**src/rtl/seq_div_unit_pkg.sv**
```systemverilog
// seq_div_unit_pkg: state encodings and iteration count shared by the divider and the hazard unit
//   DIV_CYCLES : iterations of one divide (one quotient bit per cycle)
//   divState_t : DIV_IDLE / DIV_CALC / DIV_DONE
package seq_div_unit_pkg;
  localparam int DIV_CYCLES = 32;
  typedef enum logic [1:0] {
    DIV_IDLE = 2'd0,
    DIV_CALC = 2'd1,
    DIV_DONE = 2'd2
  } divState_t;
endpackage

```
**src/rtl/seq_div_unit_div_step.sv**
```systemverilog
// seq_div_unit_div_step: one combinational restoring-division iteration
//   rem, quo  : current partial remainder and dividend/quotient shift register
//   divisor   : divisor magnitude
//   nextRem   : partial remainder after this iteration
//   nextQuo   : shift register after this iteration, new quotient bit in bit 0
module seq_div_unit_div_step
  import seq_div_unit_pkg::*;
#(
  parameter int WIDTH = DIV_CYCLES
) (
  input  logic [WIDTH-1:0] rem,
  input  logic [WIDTH-1:0] quo,
  input  logic [WIDTH-1:0] divisor,
  output logic [WIDTH-1:0] nextRem,
  output logic [WIDTH-1:0] nextQuo
);
  logic [WIDTH:0] shifted;
  logic           fits;
  always_comb begin
    shifted = {rem, quo[WIDTH-1]};
    fits    = shifted >= {1'b0, divisor};
    // rem stays below divisor, so a successful subtraction always fits in WIDTH bits
    nextRem = fits ? WIDTH'(shifted - {1'b0, divisor}) : shifted[WIDTH-1:0];
    nextQuo = {quo[WIDTH-2:0], fits};
  end
endmodule

```
**src/rtl/seq_div_unit.sv**
```systemverilog
// seq_div_unit: multi-cycle radix-2 restoring divider with start/busy/done handshake
//   clk, rst            : clock, asynchronous active-low reset
//   start, signed_op    : request a divide (IDLE only), 1 = two's complement DIV
//   cancel              : abort an accepted or in-flight divide
//   a, b                : dividend and divisor, sampled when start is accepted
//   quotient, remainder : result, held until the next completed divide
//   busy                : combinational stall request, done : one-cycle completion pulse
module seq_div_unit
  import seq_div_unit_pkg::*;
#(
  parameter int WIDTH = DIV_CYCLES
) (
  input  logic             clk,
  input  logic             rst,
  input  logic             start,
  input  logic             signed_op,
  input  logic             cancel,
  input  logic [WIDTH-1:0] a,
  input  logic [WIDTH-1:0] b,
  output logic [WIDTH-1:0] quotient,
  output logic [WIDTH-1:0] remainder,
  output logic             busy,
  output logic             done
);
  localparam int CW = $clog2(WIDTH);
  divState_t        state, nextState;
  logic [CW-1:0]    counter;
  logic [WIDTH-1:0] remReg, quoReg, divisor, stepRem, stepQuo;
  logic             signQ, signR, accept, lastIter, negA, negB;
  assign negA     = signed_op & a[WIDTH-1];
  assign negB     = signed_op & b[WIDTH-1];
  assign lastIter = counter == CW'(WIDTH - 1);
  seq_div_unit_div_step #(.WIDTH(WIDTH)) step (
    .rem    (remReg),
    .quo    (quoReg),
    .divisor(divisor),
    .nextRem(stepRem),
    .nextQuo(stepQuo)
  );
  always_ff @(posedge clk or negedge rst)
    if (!rst) state <= DIV_IDLE;
    else      state <= nextState;
  always_comb begin
    nextState = DIV_IDLE;
    accept    = state == DIV_IDLE && start && !cancel;
    case (state)
      DIV_IDLE: nextState = accept ? DIV_CALC : DIV_IDLE;
      DIV_CALC: nextState = cancel ? DIV_IDLE : (lastIter ? DIV_DONE : DIV_CALC);
      default:  nextState = DIV_IDLE;
    endcase
    // busy is gated by rst so the stall drops the instant reset asserts
    busy = rst && (accept || state == DIV_CALC);
    done = state == DIV_DONE;
  end
  always_ff @(posedge clk or negedge rst) begin
    if (!rst) begin
      counter   <= '0;
      remReg    <= '0;
      quoReg    <= '0;
      divisor   <= '0;
      signQ     <= 1'b0;
      signR     <= 1'b0;
      quotient  <= '0;
      remainder <= '0;
    end else if (accept) begin
      signQ   <= negA ^ negB;
      signR   <= negA;
      quoReg  <= negA ? -a : a;
      divisor <= negB ? -b : b;
      remReg  <= '0;
      counter <= '0;
    end else if (state == DIV_CALC && !cancel) begin
      remReg  <= stepRem;
      quoReg  <= stepQuo;
      counter <= counter + 1'b1;
      // results land on the edge into DONE so they are valid while done is high
      if (lastIter) begin
        quotient  <= signQ ? -stepQuo : stepQuo;
        remainder <= signR ? -stepRem : stepRem;
      end
    end
  end
endmodule

```
**config.mk**
```make
export PLATFORM = sky130hd
export DESIGN_NAME = seq_div_unit
export DESIGN_NICKNAME = d
export VERILOG_FILES = /design/src/rtl/seq_div_unit_pkg.sv /design/src/rtl/seq_div_unit_div_step.sv /design/src/rtl/seq_div_unit.sv
export SDC_FILE = /design/constraint.sdc
export NUM_CORES = 1
export LEC_CHECK = 0
export ABC_AREA = 1
export CAP_MARGIN = 20
export CORE_ASPECT_RATIO = 0.6
export CORE_UTILIZATION = 47
export CTS_BUF_LIST = sky130_fd_sc_hd__clkbuf_4
export DETAILED_ROUTE_END_ITERATION = 10
export PLACE_DENSITY = 0.77
export SETUP_SLACK_MARGIN = 0.3
export SYNTH_ARGS = -nofsm -noshare
export SYNTH_HDL_FRONTEND = slang
export SYNTH_SLANG_ARGS = --single-unit
```
**constraint.sdc**
```tcl
create_clock -name clk -period 3.9 [get_ports clk]
set_clock_uncertainty 0.05 [all_clocks]
set_input_delay 0.78 -clock clk [delete_from_list [all_inputs] [get_ports clk]]
set_output_delay 0.78 -clock clk [all_outputs]
set_load 0.01 [all_outputs]
```
==> metrics.md <==
| Metric | Value |
|---|---|
| Most frequent cell after synthesis | nand2_1 |
| Top post-synthesis cells by area | dfrtp_1 (34%), nand2_1 (17%), inv_1 (6.9%), o21ai_0 (6.6%), xor2_1 (5.2%) |
| Post-synth top flop | dfrtp_1 |
| VDD IR-drop max | 0.3629 mV |
| Setup Total Neg Slack | 0 ns |
| Core ar. | 25730 um^2 |
| R2R Setup Slk | 0.35 ns |
| Slew Limit Headroom | 36.32% |
| # H-tree levels | 4 |
| Crit path DAT | 4.02 ns |
| Antenna violations before repair | 1 |
| Critical path type | reg -> reg |
| Max Slew Vio Count | 0 |
| Die width | 212.8 um |
| Slew @ Worst Pin | 0.9551 ns |
| Root buffer cell | clkbuf_4 |
| Global-route wire length before repair | 71820 um |
| R2R depth | 25 |
| Area leader, netlist | dfrtp_1 |
| Clock latency on the worst-skew pair | 0.67 ns |
| Layout cells sized above 1 | 15.09% |
| Largest net degree at the start of global routing | 108 |
| Routed length per instance | 19.61 um |
| # DRC | 0 |
| Synthesized instance count | 1857 |
| # setup viols final | 0 |
| Worst Path Max Fanout | 4 |
| Average size of a mapped cell | 6.747 um^2 |
| Leak | 7.604 nW |
| Library cells used by synthesis | 50 |
| Final HPWL DP | 37340 um |
| Io pins | 135 |
| Yosys reg bits | 169 |
| Die Ht | 128.5 um |
| Hold path endpoint | counter[3] |
| Layout area overhead | 25.38% |
| Top cell type's share of synthesized area | 33.75% |
| Number of fill cells | 2388 |
| HP Start | counter[3] |
| I/O Buffers | 134 |
| CTS tree | done |
| Worst Path Required | 4.37 ns |
| Post-synthesis sequential area ratio | 33.75% |
| Vias in the first global route | 12107 |
| Setup crit start kind | flop |
| Final Hold Vio Count | 0 |
| Clk sink count | 169 |
| Asr flop ratio synth | 100.0% |
| Final ANT Viol Nets | 0 |
| Fin crit period | 3.550 ns |
| Top cells by count, synth | nand2_1 (569), inv_1 (230), dfrtp_1 (169) |
| Fin crit share | 91.03% |
| Routability cong. | 0.9995 |
| Number of enable flip-flop cells after synthesis | 0 |
| Pwr Density | 840.2 nW/um^2 |
| Element type at the critical path end | flop |
| Maxcap violations | 0 |
| Maximum root-to-sink buffer count | 2 |
| Worst hold path stage count | 1 |
| Outcome | complete, no violations |
| Reg2reg start | remReg[11] |
| Remaining Overflow, GRT | 0 |
| HP Class | reg -> reg |
| Vias | 13405 |
| Rows | 45 |
| Synthesized net count | 1965 |
| RSZ-0062 raised after global routing | no |
| Num CTS Buffers | 17 |
| Number of DRC markers in iteration 0 | 1870 |
| YS warnings | 0 |
| Vias/cell | 5.539 |
| NumNets Final | 2162 |
| Hold Slack | 0.4442 ns |
| Initial core utilization | 48.69% |
| DIE AREA | 27340 um^2 |
| GRT Total Usage | 35.51% |
| Final WL | 47460 um |
| Drt pass-1 iters | 8 |
| Clock transition at path regs | 0.17 ns |
| Fmax | 281.7 MHz |
| R2R Path End | quotient[14] |
| Syn Std Cell Area | 12530 um^2 |
[area by class of cell]
class                      instances  area [um^2]  area share [%]
antenna                            1        2.502         0.01593
clock buffer                      18        135.1          0.8601
clock inverter                    14        153.9          0.9796
inverter                         243        914.6           5.822
multi-input combinational       1386         7682           48.90
sequential                       169         4247           27.03
tap                              352        440.4           2.803
timing repair buffer             237         2135           13.59
[how the worst max path moves through the flow]
stage	cells past startpoint	startpoint	slack, ns	endpoint
floorplan	24	remReg[6]	0.35	quotient[30]
global placement	22	remReg[11]	0.04	quotient[26]
detailed placement	22	remReg[11]	0.02	quotient[26]
CTS	22	remReg[26]	0.29	quotient[26]
global route	25	remReg[11]	0.27	quotient[14]
finish	25	remReg[11]	0.35	quotient[14]
[where the power goes]
| part | switching [mW] | internal [mW] |
|---|---|---|
| clock | 0.762 | 0.350 |
| combinational | 6.19 | 3.27 |
| sequential | 0.536 | 2.09 |
[flip-flops by register name (all words and copies together), names as in the netlist]
name / count
counter: 5
divisor: 32
quoReg: 32
quotient: 32
remReg: 32
remainder: 32
signQ: 1
signR: 1
state: 2
[metrics by stage]
step                instance area (um^2)  cells  worst slack (ns)  power, mW  utilization (%)
global route                       15710   2420            0.2731      14.11            61.06
detailed placement                 14520   2344           0.01609      10.77            56.43
CTS                                15510   2410            0.2857      12.56            60.26
finish                             15710   2420            0.3498      13.20            61.06
floorplan                          12540   1857            0.3451      7.927                -
global placement                   14520   2344           0.04496      10.75            56.43
[worst max-delay path: stages, from the launching register on]
cell     delay (ns)
dfrtp_2        0.53
ha_4           0.32
nand2_2        0.09
nor2_4         0.16
nand2_2        0.10
nor2_4         0.17
nand2_1        0.08
nand2_2        0.08
nor2_4         0.05
nand2_4        0.08
inv_4          0.05
ha_4           0.16
nand2_4        0.07
nor3_4         0.05
inv_2          0.07
nor4_4         0.04
buf_4          0.15
buf_4          0.12
buf_4          0.12
buf_4          0.12
buf_4          0.12
buf_4          0.12
buf_6          0.11
nor2_1         0.11
xor2_1         0.20
o21ai_0        0.09
[per-layer routing]
layer  vias up  GRT usage, %  wire length (um)
met5         -             0                 0
met4         0         6.348               517
met3        48         13.50              7245
met2       758         40.91             16110
met1      6235         58.90             23590
li1       6364             -                 -
[cells in the final DEF, fill, tap and decap left out, types with 41 or more instances in the layout]
cell type	synthesis	layout
clkdlybuf4s50_1	0	133
o21ai_0	166	163
dfrtp_1	169	155
xor2_1	74	72
buf_4	0	100
nand3_1	113	113
nand2_1	569	549
a21oi_1	44	41
inv_1	230	211
nor2_1	159	151
[cells by family (layout without fill, tap and decap cells)]
| kind of cell | count (synthesis) | after routing | share of synthesized area [%] |
|---|---|---|---|
| flip-flops | 169 | 169 | 33.75 |
| AND/OR/NAND/NOR | 954 | 954 | 32.53 |
| AO/OA/AOI/OAI | 298 | 298 | 13.62 |
| XOR/XNOR | 95 | 95 | 6.641 |
| other | 0 | 1 | 0 |
| buffers and inverters | 302 | 512 | 9.497 |
| adder cells (fa/ha/maj) | 39 | 39 | 3.955 |
[what timing repair did]
item / in CTS / in global routing
setup buffers: 33 / 9
resized for setup: 85 / 36
endpoints found under the hold margin: 23 / 0
setup endpoints to repair: 20 / 27
pin swaps: 21 / 17
hold buffers: 1 / 0
Note: power is estimated with default switching activity, not from simulation.
